File: config.mk
export PLATFORM = sky130hd
export DESIGN_NAME = uart_param
export DESIGN_NICKNAME = d
export VERILOG_FILES = /design/src/rtl/uart_param.sv
export SDC_FILE = /design/constraint.sdc
export NUM_CORES = 1
export LEC_CHECK = 0
export ABC_AREA = 1
export ABC_CLOCK_PERIOD_IN_PS = 2700
export CAP_MARGIN = 25
export CORE_AREA = 2 2 84 86
export CTS_CLUSTER_SIZE = 20
export DETAILED_ROUTE_END_ITERATION = 12
export DIE_AREA = 0 0 86 88
export PLACE_DENSITY = 0.71
export SETUP_SLACK_MARGIN = 0.5
export SYNTH_ARGS = -nofsm -noshare
export SYNTH_HDL_FRONTEND = slang
export SYNTH_SLANG_ARGS = --single-unit
File: constraint.sdc
create_clock -name clk -period 2.7 [get_ports clk]
set_input_delay 0.675 -clock clk [delete_from_list [all_inputs] [get_ports clk]]
set_output_delay 0.675 -clock clk [all_outputs]
set_load 0.05 [all_outputs]
File: src/rtl/uart_param.sv
// uart_param: parametrised full-duplex UART.
// Frame = start(0), DATABITS LSB-first, optional parity, STOPBITS stop bits (1).
// TX and RX run from the same bit period DIV = SCYCLE/BAUDRATE but are independent.
module uart_param #(
  parameter int SCYCLE   = 50_000_000,
  parameter int BAUDRATE = 115200,
  parameter int DATABITS = 8,
  parameter int PARITY   = 0,   // 0 none, 1 odd, 2 even
  parameter int STOPBITS = 1
) (
  input  logic                clk,
  input  logic                reset,
  output logic                tx,
  input  logic [DATABITS-1:0] txdata,
  input  logic                txstart,
  output logic                txbusy,
  output logic                txdone,
  input  logic                rx,
  output logic [DATABITS-1:0] rxdata,
  output logic                rxbusy,
  output logic                rxdone,
  output logic                rxperr,
  output logic                rxferr
);

  localparam int DIV = SCYCLE / BAUDRATE;
  localparam int CW  = $clog2(DIV);

  localparam logic [CW-1:0] BIT_LAST  = CW'(DIV - 1);
  localparam logic [CW-1:0] HALF_BIT  = CW'(DIV / 2);
  localparam logic [3:0]    DATA_LAST = 4'(DATABITS - 1);
  localparam logic [3:0]    STOP_LAST = 4'(STOPBITS - 1);

  typedef enum logic [2:0] {
    S_IDLE,
    S_START,
    S_DATA,
    S_PARITY,
    S_STOP
  } state_t;

  // ---------------------------------------------------------------- TX path
  state_t                tx_state, tx_state_n;
  logic [CW-1:0]         tx_cnt, tx_cnt_n;
  logic [3:0]            tx_bit, tx_bit_n;
  logic [DATABITS-1:0]   tx_shift, tx_shift_n;
  logic                  tx_par, tx_par_n;
  logic                  tx_n;
  logic                  txdone_n;

  // TX state and line registers; the line idles high so it resets to 1.
  always_ff @(posedge clk or negedge reset) begin
    if (!reset) begin
      tx_state <= S_IDLE;
      tx_cnt   <= '0;
      tx_bit   <= '0;
      tx_shift <= '0;
      tx_par   <= 1'b0;
      tx       <= 1'b1;
      txdone   <= 1'b0;
    end else begin
      // NOTE: state registers use non-blocking assignment so every flop samples
      // the pre-edge values, independent of statement order.
      tx_state <= tx_state_n;
      tx_cnt   <= tx_cnt_n;
      tx_bit   <= tx_bit_n;
      tx_shift <= tx_shift_n;
      tx_par   <= tx_par_n;
      tx       <= tx_n;
      txdone   <= txdone_n;
    end
  end

  // TX next state: each bit lasts DIV cycles, the line value is registered.
  always_comb begin
    // NOTE: every signal gets a default before the case so no path leaves it
    // unassigned, which would otherwise infer a latch.
    tx_state_n = tx_state;
    tx_cnt_n   = tx_cnt;
    tx_bit_n   = tx_bit;
    tx_shift_n = tx_shift;
    tx_par_n   = tx_par;
    tx_n       = tx;
    txdone_n   = 1'b0;
    if (tx_state == S_IDLE) begin
      tx_n = 1'b1;
      if (txstart) begin
        tx_shift_n = txdata;
        tx_par_n   = (PARITY == 1) ? ~^txdata : ^txdata;
        tx_cnt_n   = BIT_LAST;
        tx_state_n = S_START;
        tx_n       = 1'b0;
      end
    end else if (tx_cnt != '0) begin
      tx_cnt_n = tx_cnt - CW'(1);
    end else begin
      tx_cnt_n = BIT_LAST;
      case (tx_state)
        S_START: begin
          tx_state_n = S_DATA;
          tx_bit_n   = '0;
          tx_n       = tx_shift[0];
        end
        S_DATA: begin
          if (tx_bit == DATA_LAST) begin
            tx_bit_n = '0;
            if (PARITY != 0) begin
              tx_state_n = S_PARITY;
              tx_n       = tx_par;
            end else begin
              tx_state_n = S_STOP;
              tx_n       = 1'b1;
            end
          end else begin
            tx_bit_n   = tx_bit + 4'd1;
            tx_shift_n = tx_shift >> 1;
            tx_n       = tx_shift[1];
          end
        end
        S_PARITY: begin
          tx_state_n = S_STOP;
          tx_bit_n   = '0;
          tx_n       = 1'b1;
        end
        S_STOP: begin
          tx_n = 1'b1;
          if (tx_bit == STOP_LAST) begin
            // Back in IDLE while TXDONE is high, so a new start is accepted here.
            tx_state_n = S_IDLE;
            txdone_n   = 1'b1;
          end else begin
            tx_bit_n = tx_bit + 4'd1;
          end
        end
        default: tx_state_n = S_IDLE;
      endcase
    end
  end

  assign txbusy = (tx_state != S_IDLE);

  // ---------------------------------------------------------------- RX path
  logic                  rx_s1, rx_s2, rx_q;
  state_t                rx_state, rx_state_n;
  logic [CW-1:0]         rx_cnt, rx_cnt_n;
  logic [3:0]            rx_bit, rx_bit_n;
  logic [DATABITS-1:0]   rx_shift, rx_shift_n;
  logic                  rx_pbit, rx_pbit_n;
  logic [DATABITS-1:0]   rxdata_n;
  logic                  rxdone_n, rxperr_n, rxferr_n;
  logic                  rx_fall;

  // Two-flop synchroniser plus one delayed copy for falling-edge detection.
  always_ff @(posedge clk or negedge reset) begin
    if (!reset) begin
      rx_s1 <= 1'b1;
      rx_s2 <= 1'b1;
      rx_q  <= 1'b1;
    end else begin
      rx_s1 <= rx;
      rx_s2 <= rx_s1;
      rx_q  <= rx_s2;
    end
  end

  assign rx_fall = rx_q & ~rx_s2;

  // RX state and result registers.
  always_ff @(posedge clk or negedge reset) begin
    if (!reset) begin
      rx_state <= S_IDLE;
      rx_cnt   <= '0;
      rx_bit   <= '0;
      rx_shift <= '0;
      rx_pbit  <= 1'b0;
      rxdata   <= '0;
      rxdone   <= 1'b0;
      rxperr   <= 1'b0;
      rxferr   <= 1'b0;
    end else begin
      rx_state <= rx_state_n;
      rx_cnt   <= rx_cnt_n;
      rx_bit   <= rx_bit_n;
      rx_shift <= rx_shift_n;
      rx_pbit  <= rx_pbit_n;
      rxdata   <= rxdata_n;
      rxdone   <= rxdone_n;
      rxperr   <= rxperr_n;
      rxferr   <= rxferr_n;
    end
  end

  // RX next state: validate the start bit at half-bit, then sample bit centres.
  always_comb begin
    rx_state_n = rx_state;
    rx_cnt_n   = rx_cnt;
    rx_bit_n   = rx_bit;
    rx_shift_n = rx_shift;
    rx_pbit_n  = rx_pbit;
    rxdata_n   = rxdata;
    rxdone_n   = 1'b0;
    rxperr_n   = rxperr;
    rxferr_n   = rxferr;
    if (rx_state == S_IDLE) begin
      if (rx_fall) begin
        rx_state_n = S_START;
        rx_cnt_n   = HALF_BIT;
      end
    end else if (rx_cnt != '0) begin
      rx_cnt_n = rx_cnt - CW'(1);
    end else begin
      rx_cnt_n = BIT_LAST;
      case (rx_state)
        S_START: begin
          // A line back high at half-bit was a glitch; drop it silently.
          rx_state_n = rx_s2 ? S_IDLE : S_DATA;
          rx_bit_n   = '0;
        end
        S_DATA: begin
          rx_shift_n = {rx_s2, rx_shift[DATABITS-1:1]};
          if (rx_bit == DATA_LAST) begin
            rx_state_n = (PARITY != 0) ? S_PARITY : S_STOP;
          end else begin
            rx_bit_n = rx_bit + 4'd1;
          end
        end
        S_PARITY: begin
          rx_pbit_n  = rx_s2;
          rx_state_n = S_STOP;
        end
        S_STOP: begin
          // Only the first stop bit is checked; re-arm straight away.
          rx_state_n = S_IDLE;
          rxdone_n   = 1'b1;
          rxdata_n   = rx_shift;
          rxferr_n   = ~rx_s2;
          if (PARITY == 0)      rxperr_n = 1'b0;
          else if (PARITY == 1) rxperr_n = ~(^rx_shift ^ rx_pbit);
          else                  rxperr_n = ^rx_shift ^ rx_pbit;
        end
        default: rx_state_n = S_IDLE;
      endcase
    end
  end

  assign rxbusy = (rx_state != S_IDLE);

endmodule
==> impl_metrics.py <==
metrics = {
    "grt": {
        "grt_overflow_total": 0,
        "grt_pass1_wl_mm": 10.5,
        "grt_use_total": 0.174,
        "grt_pass1_vias": 2422,
        "grt_start_max_net_pins": 25,
        "grt_antenna_before_repair": 0,
    },
    "pwr": {
        "p_switching_uw": 1370,
        "power.internal_uw": 1920,
        "p_sw_frac": 0.416,
        "power_density_nw_per_um2": 877,
        "ir_drop_mv": 0.529,
        "pwr-share-clk": 0.218,
        "combPwrFrac": 0.368,
        "leakagePower_uw": 0.00198,
        "pwr-share-seq": 0.414,
    },
    "logic_synthesis": {
        "synth_edf_count": 0,
        "synthCells": 393,
        "synth_area_um2": 3250,
        "yosysUniqueCellTypes": 36,
        "ys.warnings.count": 0,
        "synth_nets": 410,
        "ys_ff_latch": 63,
        "ys.flop_type": "dfrtp_1",
        "syn_area_per_cell_um2": 8.28,
        "synth_top_cell_by_area": "dfrtp_1",
        "synth_top_area_frac": 0.454,
        "synth-seq-area-share": 0.486,
        "synthArstFlopShare": 1.00,
        "synth_area_leaders": "dfrtp_1 (45%), nand2_1 (15%), inv_1 (4.4%)",
    },
    "worst_setup_path": {
        "cp-startpoint": "rxdone$_DFF_PN0_",
        "crit_chain": "clkdlybuf4s50_1",
        "crit_family": "buffers and inverters",
        "crit_slowest_cell": "clkdlybuf4s50_1",
        "crit_required_ns": 2.03,
        "end_kind": "output port",
        "cp_data_arrival_time_ns": 1.45,
        "rr_endpoint": "tx_shift[0]$_DFFE_PN0P_",
        "cp_max_fo": 1,
        "regToRegSetupSlack_ns": 0.97,
        "rr_worst_depth": 9,
        "critPathKind": "register to output port",
        "cp-start-kind": "register",
        "path_buf_inv": 1,
        "max_stage_delay_ns": 0.79,
        "reg2reg_from": "tx_cnt[0]$_DFFE_PN0P_",
    },
    "route": {
        "drc": 0,
        "post_drt_wl_per_cell_um": 11.4,
        "routed_wl_mm": 5.82,
        "firstDrtPassIters": 4,
        "viasPerCell": 4.98,
        "vias": 2541,
        "drtIter0Drc": 125,
        "ant_nets": 0,
    },
    "timing": {
        "skew_ns": 0.00792,
        "setup_viol": 0,
        "maxSlewViolCount": 0,
        "fmax_mhz": 471,
        "maxSlewHeadroom": 0.660,
        "period_needed_ns": 2.12,
        "hold_viol": 0,
        "rsz0062_at_grt": "false",
        "timing.setup.tns_ns": 0,
        "finalCritPeriodShare": 0.786,
        "worst_slew_pin_slew_ns": 0.509,
    },
    "floorplanning": {
        "dieHeight_um": 88,
        "initial_utilization": 0.490,
        "num_rows": 30,
        "die_w_um": 86,
        "io_pins": 27,
        "core_region_area_um2": 6640,
        "design.die.area_um2": 7570,
    },
    "cells_and_area": {
        "nNetsFinal": 442,
        "final_cell_mix": "nand2_1 (132), dfrtp_1 (59), inv_1 (38), nand3_1 (28), nor2_1 (26)",
        "seqCellArea_um2": 1580,
        "drive_above_1_share": 0.156,
        "area_growth_pct": 15.2,
        "diodes": 0,
        "final_core_util": 0.564,
        "fillers": 623,
        "post-route-cell-area_um2": 3750,
        "multi_input_area_um2": 1450,
        "mostFrequentLayoutCell": "nand2_1",
    },
    "placed_design": {
        "dpl_cell_area_um2": 3560,
        "dp_hpwl_mm": 4.12,
        "globalplace.congestion": 0.894,
        "portBuffers": 25,
    },
    "cts": {
        "clock_sinks": 63,
        "clk_path_buf_depth": 2,
        "cts_tree": "done",
        "insertion_delay_ns": 0.34,
        "hold_buffers": 0,
        "cts_buffers": 9,
        "cts_root_buf": "clkbuf_8",
        "path_clk_slew_ns": 0.07,
        "htree_levels": 3,
    },
    "outcome": {
        "status": "finished, final reports clean",
    },
    "job": {
        "cap_violations": 0,
    },
    "min_path": {
        "hp-class": "input pin to asynchronous set/reset pin",
    },
}
-- flip-flops by register name, summed over array words and instances, names as in the netlist --
register and cells:
rx_cnt 9, tx_cnt 9, rx_shift 8, rxdata 8
tx_shift 8, rx_bit 4, tx_bit 4, rx_state 3
tx_state 3, rx_q 1, rx_s1 1, rx_s2 1
rxdone 1, rxferr 1, tx 1, txdone 1
-- kinds of logic after synthesis --
| kind of cell | after synthesis | synth area share |
|---|---|---|
| AND/OR/NAND/NOR | 222 | 0.316 |
| other | 1 | 0.00115 |
| XOR/XNOR | 10 | 0.0269 |
| adder cells (fa/ha/maj) | 5 | 0.0192 |
| AO/OA/AOI/OAI | 42 | 0.0819 |
| flip-flops | 63 | 0.486 |
| buffers and inverters | 50 | 0.0688 |
-- synth_stat cells (3+ instances only) --
cell type,n
nor2_4,5
nor2_1,26
buf_2,3
nand2_1,132
xor2_1,7
o22ai_1,5
o21ai_2,9
nand2_2,8
nor2_2,3
xnor2_1,3
nor3_1,3
nand3_1,28
buf_6,3
ha_1,5
o21ai_1,9
dfstp_2,4
inv_2,3
o21ai_0,13
nand4_1,5
dfrtp_1,59
inv_1,38
nand2_4,3
a21oi_1,3
-- stage by stage --
stage	total power [uW]	setup slack [ns]	hold slack, ns	instances
3_3_place_gp	2570	0.465	0.347	493
6_report	3290	0.578	0.270	510
5_1_grt	3570	0.509	0.290	510
2_1_floorplan	2330	1.04	0.345	393
3_5_place_dp	2600	0.444	0.347	493
4_1_cts	3320	0.423	0.274	509
-- repair_timing --
item	in CTS	in global routing
gates resized for setup	10	11
pin swaps	0	1
buffers inserted	0	1
setup endpoints to repair	4	10
cloned	0	0
-- power by group through the flow --
stage	Clock (uW)	Combinational (uW)	Sequential, uW
3_3_place_gp	0	1200	1370
2_1_floorplan	0	969	1360
5_1_grt	781	1400	1390
3_5_place_dp	0	1220	1370
4_1_cts	746	1220	1360
6_report	716	1210	1360
-- area by class of cell --
class	count	share of cell area
Sequential cell	63	0.422
Clock buffer	9	0.0330
Timing Repair Buffer	28	0.0741
Tap cell	80	0.0267
Clock inverter	7	0.0130
Multi-Input combinational cell	280	0.387
Inverter	43	0.0447
-- worst max path at each step --
| stage | slack, ns | depth (start not counted) | to |
|---|---|---|---|
| floorplan | 1.04 | 3 | txbusy |
| global placement | 0.47 | 3 | rxbusy |
| detailed placement | 0.44 | 3 | rxbusy |
| CTS | 0.42 | 3 | rxbusy |
| global route | 0.51 | 3 | txbusy |
| finish | 0.58 | 1 | rxdone |
-- metal layers --
layer / vias up / wire, um / global-route usage
met5: - / 0 / 0
met4: 0 / 42 / 0.0563
met3: 6 / 199 / 0.0481
met2: 43 / 2730 / 0.279
met1: 1188 / 2850 / 0.232
li1: 1304 / - / -
Power figures use the tool's default switching activity.
